$ cat src/rtl/pc_fetch_ctrl_pkg.sv
// Shared types and constants for the PC / instruction-fetch front end.
package pc_fetch_ctrl_pkg;

  localparam int PCSIZE = 32;
  localparam logic [PCSIZE-1:0] RESET_PC_DEFAULT = 32'h0000_0000;

  typedef enum logic [1:0] {
    FS_IDLE  = 2'd0,
    FS_REQ   = 2'd1,
    FS_ISSUE = 2'd2,
    FS_ERR   = 2'd3
  } fetch_state_e;

  // A fetch address is legal only when word-aligned.
  function automatic logic is_misaligned(input logic [PCSIZE-1:0] addr);
    return addr[1:0] != 2'b00;
  endfunction

endpackage

$ cat src/rtl/pc_fetch_ctrl_if.sv
// Instruction-memory request/acknowledge bus between fetch control and imem.
// Handshake: imem_req stays high with a stable imem_addr until the edge on which
// imem_ack is high; imem_rdata is consumed on that same edge, and ack is ignored
// whenever imem_req is low.
interface pc_fetch_ctrl_if;
  import pc_fetch_ctrl_pkg::*;

  logic              imem_req;
  logic [PCSIZE-1:0] imem_addr;
  logic              imem_ack;
  logic [PCSIZE-1:0] imem_rdata;

  modport master (
    output imem_req,
    output imem_addr,
    input  imem_ack,
    input  imem_rdata
  );

  modport slave (
    input  imem_req,
    input  imem_addr,
    output imem_ack,
    output imem_rdata
  );
endinterface

$ cat src/rtl/pc_fetch_ctrl_next_pc_sel.sv
// Next-PC priority mux: jump over taken branch over the sequential PC4 value,
// plus an alignment flag on the selected address.
module pc_fetch_ctrl_next_pc_sel
  import pc_fetch_ctrl_pkg::*;
(
  input  logic [PCSIZE-1:0] pc4_i,
  input  logic              branch_taken_i,
  input  logic [PCSIZE-1:0] branch_target_i,
  input  logic              jump_i,
  input  logic [PCSIZE-1:0] jump_target_i,
  output logic [PCSIZE-1:0] npc_o,
  output logic              npc_misaligned_o
);

  always_comb begin
    npc_o = pc4_i;
    if (jump_i) begin
      npc_o = jump_target_i;
    end else if (branch_taken_i) begin
      npc_o = branch_target_i;
    end
  end

  assign npc_misaligned_o = is_misaligned(npc_o);

endmodule

$ cat src/rtl/pc_fetch_ctrl.sv
// Program-counter register and fetch sequencer: IDLE -> REQ -> ISSUE -> REQ ...,
// with a sticky ERR state entered when the selected next PC is not word-aligned.
module pc_fetch_ctrl
  import pc_fetch_ctrl_pkg::*;
#(
  parameter logic [PCSIZE-1:0] RESET_PC = RESET_PC_DEFAULT
) (
  input  logic              clk,
  input  logic              rst_n,
  input  logic [PCSIZE-1:0] PC4,
  input  logic              branch_taken,
  input  logic [PCSIZE-1:0] branch_target,
  input  logic              jump,
  input  logic [PCSIZE-1:0] jump_target,
  input  logic              stall,
  pc_fetch_ctrl_if.master   imem,
  output logic [PCSIZE-1:0] PC,
  output logic [PCSIZE-1:0] instr,
  output logic              instr_valid,
  output logic              misalign,
  output fetch_state_e      state_o
);

  fetch_state_e      state_q, state_d;
  logic [PCSIZE-1:0] pc_q, pc_d;
  logic [PCSIZE-1:0] instr_q, instr_d;
  logic              misalign_q, misalign_d;
  logic [PCSIZE-1:0] npc;
  logic              npc_misaligned;

  pc_fetch_ctrl_next_pc_sel u_next_pc_sel (
    .pc4_i            (PC4),
    .branch_taken_i   (branch_taken),
    .branch_target_i  (branch_target),
    .jump_i           (jump),
    .jump_target_i    (jump_target),
    .npc_o            (npc),
    .npc_misaligned_o (npc_misaligned)
  );

  always_ff @(posedge clk) begin
    if (!rst_n) begin
      state_q    <= FS_IDLE;
      pc_q       <= RESET_PC;
      instr_q    <= '0;
      misalign_q <= 1'b0;
    end else begin
      state_q    <= state_d;
      pc_q       <= pc_d;
      instr_q    <= instr_d;
      misalign_q <= misalign_d;
    end
  end

  // Branch/jump inputs only matter in ISSUE without stall; ack only in REQ.
  always_comb begin
    state_d    = state_q;
    pc_d       = pc_q;
    instr_d    = instr_q;
    misalign_d = misalign_q;
    case (state_q)
      FS_IDLE: state_d = FS_REQ;
      FS_REQ: begin
        if (imem.imem_ack) begin
          instr_d = imem.imem_rdata;
          state_d = FS_ISSUE;
        end
      end
      FS_ISSUE: begin
        if (!stall) begin
          if (npc_misaligned) begin
            misalign_d = 1'b1;
            state_d    = FS_ERR;
          end else begin
            pc_d    = npc;
            state_d = FS_REQ;
          end
        end
      end
      FS_ERR:  state_d = FS_ERR;
      default: state_d = FS_IDLE;
    endcase
  end

  assign imem.imem_req  = (state_q == FS_REQ);
  assign imem.imem_addr = pc_q;
  assign instr_valid    = (state_q == FS_ISSUE);
  assign PC             = pc_q;
  assign instr          = instr_q;
  assign misalign       = misalign_q;
  assign state_o        = state_q;

endmodule

$ cat src/flat_wrapper.sv
// flat-port wrapper written by rule: the top's interface ports become plain ports
module pc_fetch_ctrl_flat import pc_fetch_ctrl_pkg::*;
#(
  parameter logic [PCSIZE-1:0] RESET_PC = RESET_PC_DEFAULT
)
  (clk, rst_n, PC4, branch_taken, branch_target, jump, jump_target, stall, PC, instr, instr_valid, misalign, state_o, imem_imem_req, imem_imem_addr, imem_imem_ack, imem_imem_rdata);
  pc_fetch_ctrl_if imem_i ();
  input  logic clk;
  input  logic rst_n;
  input  logic [PCSIZE-1:0] PC4;
  input  logic branch_taken;
  input  logic [PCSIZE-1:0] branch_target;
  input  logic jump;
  input  logic [PCSIZE-1:0] jump_target;
  input  logic stall;
  output logic [PCSIZE-1:0] PC;
  output logic [PCSIZE-1:0] instr;
  output logic instr_valid;
  output logic misalign;
  output fetch_state_e state_o;
  output wire logic [$bits(imem_i.imem_req)-1:0] imem_imem_req;
  output wire logic [$bits(imem_i.imem_addr)-1:0] imem_imem_addr;
  input wire logic [$bits(imem_i.imem_ack)-1:0] imem_imem_ack;
  input wire logic [$bits(imem_i.imem_rdata)-1:0] imem_imem_rdata;
  assign imem_imem_req = imem_i.imem_req;
  assign imem_imem_addr = imem_i.imem_addr;
  assign imem_i.imem_ack = imem_imem_ack;
  assign imem_i.imem_rdata = imem_imem_rdata;
  pc_fetch_ctrl #(.RESET_PC(RESET_PC)) u_core (.clk(clk), .rst_n(rst_n), .PC4(PC4), .branch_taken(branch_taken), .branch_target(branch_target), .jump(jump), .jump_target(jump_target), .stall(stall), .imem(imem_i), .PC(PC), .instr(instr), .instr_valid(instr_valid), .misalign(misalign), .state_o(state_o));
endmodule
$ cat config.mk
export PLATFORM = sky130hd
export DESIGN_NAME = pc_fetch_ctrl_flat
export DESIGN_NICKNAME = d
export VERILOG_FILES = /design/src/rtl/pc_fetch_ctrl_pkg.sv /design/src/rtl/pc_fetch_ctrl_if.sv /design/src/rtl/pc_fetch_ctrl_next_pc_sel.sv /design/src/rtl/pc_fetch_ctrl.sv /design/src/flat_wrapper.sv
export SDC_FILE = /design/constraint.sdc
export NUM_CORES = 1
export LEC_CHECK = 0
export BUFFER_PORTS_ARGS = -buffer_cell sky130_fd_sc_hd__buf_2
export CAP_MARGIN = 10
export CORE_ASPECT_RATIO = 2
export CORE_UTILIZATION = 30
export CTS_CLUSTER_DIAMETER = 60
export DETAILED_ROUTE_END_ITERATION = 8
export HOLD_SLACK_MARGIN = 0.02
export PLACE_DENSITY_LB_ADDON = 0.25
export SYNTH_ARGS = -nofsm -noshare
export SYNTH_HDL_FRONTEND = slang
export SYNTH_SLANG_ARGS = --single-unit
$ cat constraint.sdc
create_clock -name clk -period 1.4 [get_ports clk]
set_clock_uncertainty 0.05 [all_clocks]
set_input_delay 0.14 -clock clk [delete_from_list [all_inputs] [get_ports clk]]
set_output_delay 0.14 -clock clk [all_outputs]
set_load 0.01 [all_outputs]
==> reports/results.tsv, run 1 <==
metric	value	unit
sequential share of power	0.418	
VDD IR max	0.548	mV
core area	0.0116	mm2
complex-gate fraction of the synthesized area	0.143	
# diodes	0	
Lkg Pwr	2.73	nW
drt initial violations	41	
drt total wl	9.56	mm
CTS tree	yes	
Post-Syn Nets	528	
PortBufs	234	
cell taking the most area after synthesis	dfxtp_1	
clock root buffer	clkbuf_16	
Synth top area share	0.376	
fmax	781	MHz
Final Cycle Share	0.914	
Async SR Flop Fraction	0	
initial core utilization	0.307	
WS Path Type	flip-flop to primary output	
largest net degree at the start of global routing	45	
I/O pin count	235	
Synth area leaders	dfxtp_1 (38%), nand2_1 (10%), mux2_2 (9.5%)	
fin cells	773	
# rows	56	
Final Slew Violations	0	
worst endpoint data arrival time	1.09	ns
TritonRoute pass-1 iters	4	
Routed Antenna Nets	0	
PwrDens	903	mW/mm2
post-CTS setup buffer count	0	
initial antenna violation count	0	
type of element launching the critical path	flip-flop	
status	finished, final reports clean	
largest family of logic cells by synthesized area	simple AND/OR/NAND/NOR gates	
Synth Area in Simple Gates	0.191	
CP cell instances	buf_4 -> nor2b_1 -> buf_2	
max-cap violation count	0	
gr usage total	0.156	
Avg Synthesized Cell Area	9.06	um2
vias per std cell	4.51	
clk_lat worst skew	0.32	ns
Clock transition at path regs	0.05	ns
#FFs+latches synth	67	
Place WS	-0.0198	ns
class of the worst hold path	input pin to flip-flop	
crit path max-delay cell type	dfxtp_1	
Post-synth EDFFs	0	
Ys Warns	0	
CTS buffer count	9	
hpwl dp	7.46	mm
CP endpoint kind	primary output	
final setup fails	0	
Final WS setup	0.120	ns
clk sinks	67	
Longest Clk Path Bufs	2	
Sw Share	0.239	
Synth Instances	394	
H-tree depth	3	
sw power	1.14	mW
area added between synthesis and finish	48.6	%
gr ovfl total	0	
routed vias	3484	
critical path required time	1.21	ns
first-pass GRT wire length	15.0	mm
synth cell count leaders	nand2_1 (95), dfxtp_1 (67), a21boi_1 (32), buf_4 (32)	
post-synthesis sequential area ratio	0.376	
Netlist Area Pre-Place	0.00357	mm2
vias in the first global route	3409	
Die ar.	0.0124	mm2
Slew HR	0.764	
width of the die	79.1	um
Internal	3.65	mW
Layout Nets	758	
Slew @ Worst Pin	0.355	ns
post-route minimum period	1.28	ns
Placed Cells	726	
RSZ-0062 raised after global routing	no	
mux share of post-synthesis cell area	0.179	
Netlist cell types	25	
die height	156	um
Final Hold Viols	0	
combinational share of power	0.167	
Clock power frac	0.415	
GP Congestion	0.760	
Post-Synth XOR/XNOR Area	0	
layout cells sized above 1	0.479	
drt drc	0	
Worst Path Max Fanout	6	
most numerous cell in the Yosys netlist	nand2_1	
wire length per cell	12.4	um
adder-cell share of the synthesized area	0	
Most used DFF post-synth	dfxtp_1	
CP max stage delay	0.33	ns
registers in the layout, summed over array words and instances (netlist names):
signal,count
u_core.PC,32
u_core.state_o,2
u_core.misalign,1
u_core.instr,32
cell usage in the layout, fill, tap and decap left out, types with 2 or more instances in the layout:
master         netlist  routed
a21boi_1            32      32
nand2_1             95      95
buf_2                9     234
clkinv_2             0       3
buf_12               0       5
and3_1               3       3
clkinvlp_4           0       2
nand2b_1            30      30
nor3b_4              1       2
nor2b_1              2       2
dlygate4sd3_1        0      32
buf_4               32      11
clkbuf_16            0       9
mux2_2              30      30
o211ai_1            30      30
dfxtp_1             67      66
mux2i_1             30      30
power groups by stage:
stage	combinational, mW	sequential, mW	clock [mW]
detailed placement	0.738	2.04	0
global placement	0.727	2.04	0
floorplan	0.373	2.07	0
finish	0.800	2.00	1.99
global route	0.886	2.01	2.15
CTS	0.809	2.00	2.07
stage by stage:
step | hold slack (ns) | utilization | TNS, ns | total power [mW] | instance area (um2)
floorplan | 0.225 | - | 0 | 2.44 | 3570
global placement | 0.332 | 0.405 | 0 | 2.76 | 4710
detailed placement | 0.338 | 0.405 | -0.0211 | 2.78 | 4710
CTS | 0.0591 | 0.455 | 0 | 4.88 | 5300
global route | 0.0880 | 0.456 | 0 | 5.04 | 5310
finish | 0.0892 | 0.456 | 0 | 4.79 | 5310
critical path, delay by kind of cell, from the launching register on:
family	cells	cell delay, ns
flops	1	0.33
buf+inv	2	0.28
simple gates	1	0.16
worst paths after layout:
kind	startpoint	end	slack, ns	cells after the start
hold reg to reg	u_core.instr[21]	u_core.instr[21]	0.40	2
setup reg to reg	u_core.state_o[0]	u_core.PC[11]	0.12	4
setup / recovery	u_core.state_o[1]	instr_valid	0.12	3
hold / removal	stall	u_core.state_o[1]	0.09	2
area by class of cell:
type	count	area (um2)
Multi-Input combinational cell	264	1840
Clock inverter	5	30.0
Timing Repair Buffer	282	1670
Fill cell	1150	6330
Sequential cell	67	1340
Clock buffer	10	239
Tap cell	145	181
what timing repair did:
| item | CTS | global route |
|---|---|---|
| resized for setup | 0 | 2 |
| endpoints found under the setup margin | 0 | 28 |
| hold buffers | 32 | 0 |
| endpoints found under the hold margin | 32 | 0 |
per-layer routing:
metal	GRT usage	vias up	share of wire	routed length [um]
li1	-	1760	-	-
met1	0.159	1564	0.38	3600
met2	0.292	142	0.54	5180
met3	0.0297	18	0.056	532
met4	0.0797	0	0.026	249
met5	0	-	0	0
cell families after synthesis:
| family | count (synthesis) |
|---|---|
| buffers and inverters | 63 |
| flip-flops | 67 |
| AND/OR/NAND/NOR | 138 |
| multiplexers | 60 |
| AO/OA/AOI/OAI | 66 |
No activity file was read; power rests on OpenSTA's default activity.
==> run 2: changes to the inputs <==
--- a/config.mk
+++ b/config.mk
@@ -5,6 +5,7 @@
 export SDC_FILE = /design/constraint.sdc
 export NUM_CORES = 1
 export LEC_CHECK = 0
+export ABC_AREA = 0
 export BUFFER_PORTS_ARGS = -buffer_cell sky130_fd_sc_hd__buf_2
 export CAP_MARGIN = 10
 export CORE_ASPECT_RATIO = 2
@@ -15,4 +16,5 @@
 export PLACE_DENSITY_LB_ADDON = 0.25
 export SYNTH_ARGS = -nofsm -noshare
 export SYNTH_HDL_FRONTEND = slang
+export SYNTH_HIERARCHICAL = 1
 export SYNTH_SLANG_ARGS = --single-unit
==> run 2 against run 1 <==
Against the previous run:
- critical path depth increased by 5
- synthesized cell count increased by 9.4%
- sequential cell count unchanged
- wire length increased by 10%
- combinational power increased by 4.6%
- highest routed layer is now met5
- final area increased by 2.6%
- first-iteration DRC count increased by 98%
- largest power group is now clock
- register-to-register slack got worse by 0.04 ns
- die area increased by 1.0%
- critical path type is now input pin to flip-flop
- setup slack got worse by 0.074 ns
==> reports/results.tsv, run 2 <==
metric	value	unit
status	finished, final reports clean	
R2R Path Start	u_core/state_o[0]	
hold_sp	imem_imem_rdata[16]	
CP startpoint	branch_taken	
Synth area leaders	dfxtp_1 (37%), mux2i_1 (27%), nand2_1 (17%)	
Synth Area in Simple Gates	0.187	
core area	0.0117	mm2
mux share of post-synthesis cell area	0.266	
most numerous cell in the Yosys netlist	nand2_1	
Post-Syn Nets	565	
Lkg Pwr	2.73	nW
Post-Synth XOR/XNOR Area	0	
H-tree depth	3	
post-synthesis sequential area ratio	0.372	
adder-cell share of the synthesized area	0	
post-route minimum period	1.35	ns
initial core utilization	0.308	
CP bufs+invs	3	
Final Hold Viols	0	
drt drc	0	
drt total wl	10.5	mm
Most used DFF post-synth	dfxtp_1	
complex-gate fraction of the synthesized area	0.0499	
Top delay family on crit path	simple AND/OR/NAND/NOR gates	
CTS buffer count	9	
I/O pin count	235	
Die ar.	0.0125	mm2
type of element launching the critical path	input pin	
CP cell instances	buf_8 -> mux2i_1 -> o21ai_1 -> or2_4 -> nor4b_4 -> buf_6 -> clkbuf_16 -> mux2i_1	
Avg Synthesized Cell Area	8.37	um2
fmax	738	MHz
#FFs+latches synth	67	
RSZ-0062 raised after global routing	yes	
Final Slew Violations	0	
gr usage total	0.161	
VDD IR max	0.777	mV
Synth Instances	431	
max-cap violation count	0	
worst hold slack	0.0450	ns
Synth top area share	0.372	
WS Path Type	input pin to flip-flop	
initial antenna violation count	2	
Netlist cell types	22	
class of the worst hold path	input pin to flip-flop	
layout cells sized above 1	0.409	
wire length per cell	13.0	um
CP max stage delay	0.28	ns
PortBufs	234	
clk sinks	67	
clock root buffer	clkbuf_16	
CTS tree	yes	
width of the die	79.5	um
# rows	56	
Worst Path Max Fanout	8	
Routed Antenna Nets	0	
CP endpoint kind	flip-flop	
Longest Clk Path Bufs	2	
hpwl dp	7.77	mm
Netlist Area Pre-Place	0.00361	mm2
synth cell count leaders	nand2_1 (160), mux2i_1 (96), dfxtp_1 (67)	
Post-synth EDFFs	0	
clk_lat worst skew	0.32	ns
Layout Nets	792	
area added between synthesis and finish	50.8	%
final setup fails	0	
commonest non-fill, non-tap cell in the layout	buf_2	
Ys Warns	6	
vias in the first global route	3261	
setup_tns	0	ns
TritonRoute pass-1 iters	4	
first-pass GRT wire length	15.3	mm
routed vias	3617	
worst endpoint data arrival time	1.55	ns
cell taking the most area after synthesis	dfxtp_1	
vias per std cell	4.47	
Clock transition at path regs	0.05	ns
Final Cycle Share	0.967	
drt initial violations	81	
gr ovfl total	0	
PwrDens	1000	mW/mm2
Slew @ Worst Pin	0.547	ns
commonest non-fill, non-tap cells in the layout	buf_2 (232), nand2_1 (160), mux2i_1 (96)	
critical path required time	1.59	ns
largest net degree at the start of global routing	61	
Async SR Flop Fraction	0	
Most common cell on crit path	mux2i_1	
crit path max-delay cell type	or2_4	
Slew HR	0.635	
die height	157	um
GP Congestion	0.701	
largest family of logic cells by synthesized area	multiplexers	
-- run 2: changes by cell type in the layout (fill, tap and decap cells not counted), moves of 3 or more --
cell,change
nand2_1,+65
and3_1,-3
o21ai_0,+30
bufinv_16,+3
nand2b_1,-30
mux2i_1,+66
a21boi_1,-32
buf_4,-5
mux2_2,-30
o211ai_1,-30
-- run 2: worst paths after layout --
| path | endpoint | slack, ns | cells after the start |
|---|---|---|---|
| setup / recovery | u_core/PC[6] | 0.05 | 8 |
| hold / removal | u_core/instr[16] | 0.04 | 3 |
| setup reg to reg | u_core/PC[6] | 0.08 | 4 |
| hold reg to reg | u_core/instr[9] | 0.40 | 2 |
-- run 2: layout make-up --
class                   instances  area (um2)
fillers                      1151        6260
multi-input cells             299        1820
repair buffers                280        1740
flip-flops and latches         67        1350
clock buffers                  10         239
well taps                     145         181
clock inverters                 6         113
inverters                       1        3.75
diodes                          1        2.50
-- run 2: cell families (layout without fill, tap and decap cells) --
kind of cell	Yosys count	after routing
and+or+nand+nor	168	168
buffers and inverters	65	297
other	0	1
DFF	67	67
AOI/OAI and AO/OA	35	35
muxes	96	96
-- run 2: stage by stage --
step	area, um2	utilization	instances	power [mW]	setup WS, ns
finish	5440	0.465	809	5.46	0.0456
global route	5440	0.465	809	5.72	-0.0284
CTS	5390	0.460	806	5.54	-0.0473
detailed placement	4660	0.399	757	2.81	-0.438
global placement	4660	0.399	757	2.80	-0.413
floorplan	3620	-	431	2.48	-0.260
-- run 2: metal layers --
| layer | track usage | up-vias | part of all wire |
|---|---|---|---|
| met5 | 0 | - | 0.0011 |
| met3 | 0.0371 | 18 | 0.053 |
| li1 | - | 1842 | - |
| met1 | 0.165 | 1622 | 0.38 |
| met2 | 0.297 | 133 | 0.54 |
| met4 | 0.0788 | 2 | 0.026 |
-- run 2: worst register-to-register path, delay by kind of cell, from the launching register on --
kind	cells	cell delay, ns
buf+inv	2	0.37
flops	1	0.36
mux	1	0.19
simple gates	1	0.28
-- run 2: power by group --
| group | total, mW | switching (mW) | internal, mW |
|---|---|---|---|
| clock | 2.61 | 0.816 | 1.79 |
| combinational | 0.837 | 0.389 | 0.448 |
| sequential | 2.02 | 0.0440 | 1.97 |
-- run 2: repair_timing --
action	4_1_cts	5_1_grt
hold buffers	31	0
setup buffers	1	1
gates resized for setup	7	8
gates cloned	1	1
pin swaps	0	1
endpoints found under the hold margin	31	0
setup endpoints to repair	33	33
